===== src/rtl/switch_allocator.sv =====
// ---------------------------------------------------------------------------
// switch_allocator
//
// Purpose: 4x4 wormhole switch allocator. Each output (A..D) owns a small
// IDLE/LOCKED state machine, an owner register and a round-robin pointer.
// In IDLE an output picks one requesting input round-robin; the winner then
// holds the output until its tail flit transfers. Crossbar selects/enables
// and the per-input pop strobes are derived combinationally from the
// registered lock state and the current inputs.
//
// Ports:
//   clk         - single clock, all state updates on the rising edge
//   rst_n       - synchronous active-low reset
//   in_valid[i] - input i (0=A..3=D) presents a flit
//   in_dest     - bits [2i+1:2i] = destination output of input i's flit
//   in_tail[i]  - input i's current flit is the last of its packet
//   out_ready[j]- downstream of output j accepts a flit this cycle
//   sel_A..D    - crossbar input select per output
//   en_A..D     - crossbar output enable (flit transfers this cycle)
//   in_grant[i] - input i's flit is consumed this cycle
//   timeout     - one-cycle pulse on a forced lock release
//
// Configuration:
//   ALLOC_TIMEOUT_EN - when defined, a lock that sees TIMEOUT_CYC consecutive
//                      non-transfer cycles is forcibly released. When not
//                      defined, locks persist indefinitely and timeout is 0.
// ---------------------------------------------------------------------------
module switch_allocator #(
   parameter int TIMEOUT_CYC = 16
) (
   input  logic       clk,
   input  logic       rst_n,
   input  logic [3:0] in_valid,
   input  logic [7:0] in_dest,
   input  logic [3:0] in_tail,
   input  logic [3:0] out_ready,
   output logic [1:0] sel_A,
   output logic [1:0] sel_B,
   output logic [1:0] sel_C,
   output logic [1:0] sel_D,
   output logic       en_A,
   output logic       en_B,
   output logic       en_C,
   output logic       en_D,
   output logic [3:0] in_grant,
   output logic       timeout
);

   typedef enum logic {
      IDLE   = 1'b0,
      LOCKED = 1'b1
   } state_e;

   state_e     state_q [4];
   state_e     state_d [4];
   logic [1:0] owner_q [4];
   logic [1:0] owner_d [4];
   logic [1:0] ptr_q   [4];
   logic [1:0] ptr_d   [4];

   logic [1:0] dest    [4];
   logic [3:0] owned;
   logic [3:0] en;
   logic [3:0] grant;
   logic [1:0] cand;
   logic       found;

`ifdef ALLOC_TIMEOUT_EN
   localparam int CW = (TIMEOUT_CYC < 2) ? 1 : $clog2(TIMEOUT_CYC);
   logic [CW-1:0] cnt_q [4];
   logic [CW-1:0] cnt_d [4];
   logic [3:0]    to_fire;
`else
   localparam int unused_timeout_cyc = TIMEOUT_CYC;
`endif

   always_comb begin
      for (int i = 0; i < 4; i++) begin
         dest[i] = in_dest[2*i +: 2];
      end

      // An input already held by a locked output may not be picked again.
      owned = '0;
      for (int j = 0; j < 4; j++) begin
         if (state_q[j] == LOCKED) begin
            owned[owner_q[j]] = 1'b1;
         end
      end

      en    = '0;
      grant = '0;
      cand  = '0;
      found = 1'b0;
`ifdef ALLOC_TIMEOUT_EN
      to_fire = '0;
`endif

      for (int j = 0; j < 4; j++) begin
         state_d[j] = state_q[j];
         owner_d[j] = owner_q[j];
         ptr_d[j]   = ptr_q[j];
`ifdef ALLOC_TIMEOUT_EN
         cnt_d[j]   = cnt_q[j];
`endif
         if (state_q[j] == LOCKED) begin
            // rst_n gates the enable so a reset mid-packet moves no flit.
            if (rst_n && in_valid[owner_q[j]] && out_ready[j] &&
                (dest[owner_q[j]] == 2'(j))) begin
               en[j]             = 1'b1;
               grant[owner_q[j]] = 1'b1;
`ifdef ALLOC_TIMEOUT_EN
               cnt_d[j]          = '0;
`endif
               if (in_tail[owner_q[j]]) begin
                  state_d[j] = IDLE;
                  ptr_d[j]   = owner_q[j] + 2'd1;
               end
            end
`ifdef ALLOC_TIMEOUT_EN
            else if (cnt_q[j] == CW'(TIMEOUT_CYC - 1)) begin
               state_d[j] = IDLE;
               ptr_d[j]   = owner_q[j] + 2'd1;
               cnt_d[j]   = '0;
               to_fire[j] = 1'b1;
            end else begin
               cnt_d[j] = cnt_q[j] + CW'(1);
            end
`endif
         end else begin
            // Round-robin: first candidate at or after the pointer, mod 4.
            found = 1'b0;
            for (int k = 0; k < 4; k++) begin
               cand = ptr_q[j] + 2'(k);
               if (!found && in_valid[cand] && (dest[cand] == 2'(j)) &&
                   !owned[cand]) begin
                  found      = 1'b1;
                  owner_d[j] = cand;
                  state_d[j] = LOCKED;
               end
            end
`ifdef ALLOC_TIMEOUT_EN
            cnt_d[j] = '0;
`endif
         end
      end
   end

   always_ff @(posedge clk) begin
      if (!rst_n) begin
         for (int j = 0; j < 4; j++) begin
            state_q[j] <= IDLE;
            owner_q[j] <= 2'd0;
            ptr_q[j]   <= 2'd0;
`ifdef ALLOC_TIMEOUT_EN
            cnt_q[j]   <= '0;
`endif
         end
      end else begin
         for (int j = 0; j < 4; j++) begin
            state_q[j] <= state_d[j];
            owner_q[j] <= owner_d[j];
            ptr_q[j]   <= ptr_d[j];
`ifdef ALLOC_TIMEOUT_EN
            cnt_q[j]   <= cnt_d[j];
`endif
         end
      end
   end

   // In IDLE the select simply keeps showing the last owner.
   assign sel_A    = owner_q[0];
   assign sel_B    = owner_q[1];
   assign sel_C    = owner_q[2];
   assign sel_D    = owner_q[3];
   assign en_A     = en[0];
   assign en_B     = en[1];
   assign en_C     = en[2];
   assign en_D     = en[3];
   assign in_grant = grant;

`ifdef ALLOC_TIMEOUT_EN
   assign timeout = rst_n & (|to_fire);
`else
   assign timeout = 1'b0;
`endif

endmodule


===== config.mk =====
export PLATFORM = sky130hd
export DESIGN_NAME = switch_allocator
export DESIGN_NICKNAME = d
export VERILOG_FILES = /design/src/rtl/switch_allocator.sv
export SDC_FILE = /design/constraint.sdc
export NUM_CORES = 1
export LEC_CHECK = 0
export ABC_AREA = 1
export BUFFER_PORTS_ARGS = -buffer_cell sky130_fd_sc_hd__buf_2
export CELL_PAD_IN_SITES_DETAIL_PLACEMENT = 0
export CELL_PAD_IN_SITES_GLOBAL_PLACEMENT = 2
export CORE_MARGIN = 3
export CORE_UTILIZATION = 33
export CTS_CLUSTER_DIAMETER = 80
export DETAILED_ROUTE_END_ITERATION = 7
export HOLD_SLACK_MARGIN = 0.08
export PLACE_DENSITY = 0.86
export REMOVE_ABC_BUFFERS = 1
export SYNTH_ARGS = -nofsm -noshare
export SYNTH_HDL_FRONTEND = slang
export SYNTH_SLANG_ARGS = --single-unit

===== constraint.sdc =====
create_clock -name clk -period 3.78 [get_ports clk]
set_input_delay 0.567 -clock clk [delete_from_list [all_inputs] [get_ports clk]]
set_output_delay 0.567 -clock clk [all_outputs]
set_load 0.05 [all_outputs]

# == After elaboration in Yosys (flattened, before gate mapping) ==
# Memory sizes are Yosys's and may differ from the RTL's.
# Index checks and enable logic that the tools add are counted.
# op_classes
n_addsub,16
multipliers,0
div_mod_pow,0
order_cmp,44
eq_ne,15
shifts,0
muxes,262
bitwise,38
n_reduce_logical,93
# ops
cell,count
2-bit two-way mux,80
1-bit two-way mux,106
1-bit binary-select mux with 2-bit select,40
2-bit binary-select mux with 2-bit select,20
3-bit greater-or-equal comparator (second input constant),20
1-bit logical AND,60
2-bit by 3-bit less-than comparator with 1-bit output (second input constant),20
2-bit NOT with 3-bit output,20
4-bit two-way mux,12
1-bit zero test,28
4-bit OR,6
2-bit == test (second input constant),10
2-bit by 1-bit adder with 2-bit output (second input constant),8
2-bit adder (second input constant),8
1-bit OR,12
2-bit by 1-bit == test with 1-bit output (second input constant),5
2-bit zero test,5
1-bit demux with 2-bit select,4
2-bit by 1-bit greater-or-equal comparator with 1-bit output (second input constant),4
# word_totals
register_bits,0
latchBits,0
ramBits,20
mem_bits_ro,0
input_bits,22
out_inout_bits,17
memories,3
# memory_table
name,words,word_bits,rd,rd_ports_with_merged_regs,write_ports,line,source
owner_q,4,2,4,0,4,56,logic [1:0] owner_q [4];
ptr_q,4,2,4,0,4,58,logic [1:0] ptr_q [4];
state_q,4,1,4,0,4,54,state_e state_q [4];

# == Depth between registers and ports, before layout ==
# An unclocked memory read counts as a cell.
# logic_depth
word_depth,37
mapped_depth,17

# == Worst setup path after synthesis ==
# OpenSTA, ideal clock, no wires.
# synth_timing
kind,register to output
start,memory owner_q[3][0]
end,output port in_grant[2]
arrival_time_ns,2.393
required_time_ns,3.213
path_slack_ns,0.820
path_stages_with_launch,11
cell_sequence,dfxtp_1 -> inv_1 -> o21ai_0 -> nand2_1 -> nand2_1 -> nand3_1 -> nor2_1 -> nand2_1 -> inv_1 -> nand2_1 -> o2111ai_1
# synth_rtl
element,line,source
from (decl),56,
to (decl),45,"output logic [3:0] in_grant,"

==> metrics.txt <==
worst-path maximum fanout 17; CP required 3.21 ns; Cell Int Power 0.490 mW; commonest non-fill, non-tap cells in the layout nand2_1 (242), nor2_1 (52), nand3_1 (50), buf_2 (37), inv_1 (32); crit path kind reg -> out; n_diodes 0; clk slew on worst S/H paths 0.08 ns; antenna violations before repair 0; Highest Clock Rate 325 MHz; Syn-to-layout area delta 7.59%; DRC 0; ANT nets after route 0; CORE AREA 9240 µm²; # nets final 635; Pwr Density 316 nW/µm²; P_sw 0.582 mW; register share of total power 28.5%; Placer Congestion 0.855; # Post-CTS Setup Buffers 0; Unique masters post-synth 34; clock power share 14.0%; worst rel slew slack 51.6%; crit share post-route 81.3%; wire length per cell 14.7 µm; Top delay family on crit path buffers and inverters; final wirelength 10700 µm; reg-to-reg endpoint owner_q[1][1]; placed cell areas 3350 µm²; post-route cell area 3390 µm²; Resized Gates After CTS 0; reg2reg setup slack 1.06 ns; depth of the worst register-to-register path 13; Util after Layout 36.7%; Max rail drop VDD 142 µV; share of cells above drive strength 1 16.6%; crit-path most repeated cell nand2_1; clock buffer depth 2; Vias/cell 4.98; initial DRC count 198; Slew Limit Fails 0; fraction of power spent switching nets 54.3%; vias after detailed routing 3609; commonest non-fill, non-tap cell in the layout nand2_1; die area 10800 µm²; synthesis warning total 0; RSZ-0062 raised after global routing false; largest area contributor in the netlist nand2_1; endpoints failing setup 0; first-pass GRT wire length 17600 µm; CTS Buf Count 3; total power 1.07 mW; Seq/Total Area, Yosys 12.7%; class of the worst hold path reg -> reg; Row Count 35; final setup TNS 0 ns; fin cells 724; Hold Crit Start ptr_q[2][1]; CP max stage delay 0.68 ns; Critical Path Source owner_q[3][0]; Cell Area, Synth 3150 µm²; total global-route track usage 19.7%; min Tclk post-route 3.07 ns; Die Y 104 µm; hold buffer count at cts 0; Final Hold Fails 0; Initial Util 34.1%; grt total ovfl 0; Worst Tran Pin Value 0.726 ns; Combinational Power Share 57.5%; I/O Buffers 37; Synth Register Bits 20; CP Capture Type output port; TritonRoute pass-1 iters 5; Gate Count Post-Synth 573; dpl cells 721; CTS tree yes; Levels on crit path 11; H-tree depth 1; synthesized area per cell 5.50 µm²; WP data arrival 2.51 ns; Pleak 1.75 nW; outcome completed; DP HPWL 8140 µm; critical path launch point type register; Clock Sinks 20; worst-path cell chain inv_1 -> o21ai_0 -> nand2_1 -> nand2_1 -> nand3_1 -> nor2_1 -> nand2_1 -> inv_1 -> a21oi_1 -> o221ai_1 -> buf_2; synth top area cells nand2_1 (29%), dfxtp_1 (13%), nand3_1 (7.9%); number of global-route vias before repair 3464; CTS root buf clkbuf_8; crit path max-delay cell type dfxtp_1; FF-to-FF Start owner_q[3][0]; largest net degree at the start of global routing 25; clk_lat worst skew 0.26 ns; # IOs 39; Buf/Inv on CP 3; Max Cap Viol 0; end of the critical path in_grant[1]; worst-case clock skew 0.00206 ns; Yosys top cell area share 28.8%; Die W 104 µm
==> registers in the layout (all words and copies together), names as in the netlist <==
register and cells:
owner_q 8, ptr_q 8, state_q 4
==> cell families (layout without fill, tap and decap cells) <==
logic type / count (synthesis) / in the layout / share of synthesized area (%)
fa+ha+maj: 16 / 16 / 6.36
other cells: 1 / 1 / 0.119
flops: 20 / 20 / 12.7
xor+xnor: 4 / 4 / 1.83
buf+inv: 73 / 95 / 11.3
compound gates: 72 / 72 / 13.0
simple gates: 387 / 387 / 54.7
==> metrics by stage <==
step	worst slack (ns)	hold WS (ns)
5_1_grt	0.408	0.672
6_report	0.707	0.624
2_1_floorplan	0.662	0.532
3_5_place_dp	0.986	0.603
3_3_place_gp	0.968	0.593
4_1_cts	0.680	0.623
==> cell usage after synthesis <==
cell type    n
buf_8        1
nand3b_4     1
o2111ai_1    2
nand4_2      1
o221ai_1     2
o21ai_1      5
nor2_1      52
nor2_4       7
o211ai_1     7
nand3b_1     1
nand3b_2     2
nand2_2     11
inv_2       23
nand3_1     50
o21ai_0     31
buf_2        5
buf_4        5
xor2_2       3
inv_1       32
nand4_1     11
nor2_8       1
buf_6        6
nand3_2      3
nand2_4      2
nor2_2       3
a21oi_1     21
xor2_1       1
a21oi_2      2
clkbuf_1     1
dfxtp_1     20
nand2_1    242
o311ai_1     2
conb_1       1
ha_1        16
==> worst min-delay path, cell delays in order (launching register included) <==
cell     delay [ns]
dfxtp_1        0.38
inv_1          0.13
a21oi_1        0.07
==> power by group through the flow <==
stage	Clock [mW]	Sequential, mW	Combinational [mW]
after detailed placement	0	0.312	0.613
after CTS	0.153	0.307	0.616
final	0.150	0.306	0.616
after floorplan	0	0.347	0.387
after global routing	0.163	0.313	0.691
after global placement	0	0.312	0.610
==> layer usage <==
layer | global-route usage (%) | vias up | wire length [µm]
met4 | 3.80 | 0 | 165
met5 | 0 | - | 0
met1 | 26.8 | 1640 | 5100
met3 | 2.12 | 10 | 359
li1 | - | 1876 | -
met2 | 34.1 | 83 | 5040
==> worst min-delay path by stage <==
stage                   to  cells past startpoint
6_report       ptr_q[2][1]                      2
5_1_grt         state_q[0]                      2
4_1_cts        ptr_q[2][1]                      2
3_5_place_dp    state_q[1]                      2
3_3_place_gp    state_q[1]                      2
2_1_floorplan  ptr_q[0][1]                      2
==> final cells by class <==
class / count / area [µm²]
fill: 1069 / 5850
multi-input combinational: 480 / 2390
sequential: 20 / 400
inverter: 55 / 206
timing repair buffer: 37 / 185
tap: 129 / 161
clock buffer: 3 / 41.3
(Power assumes the default switching activity.)
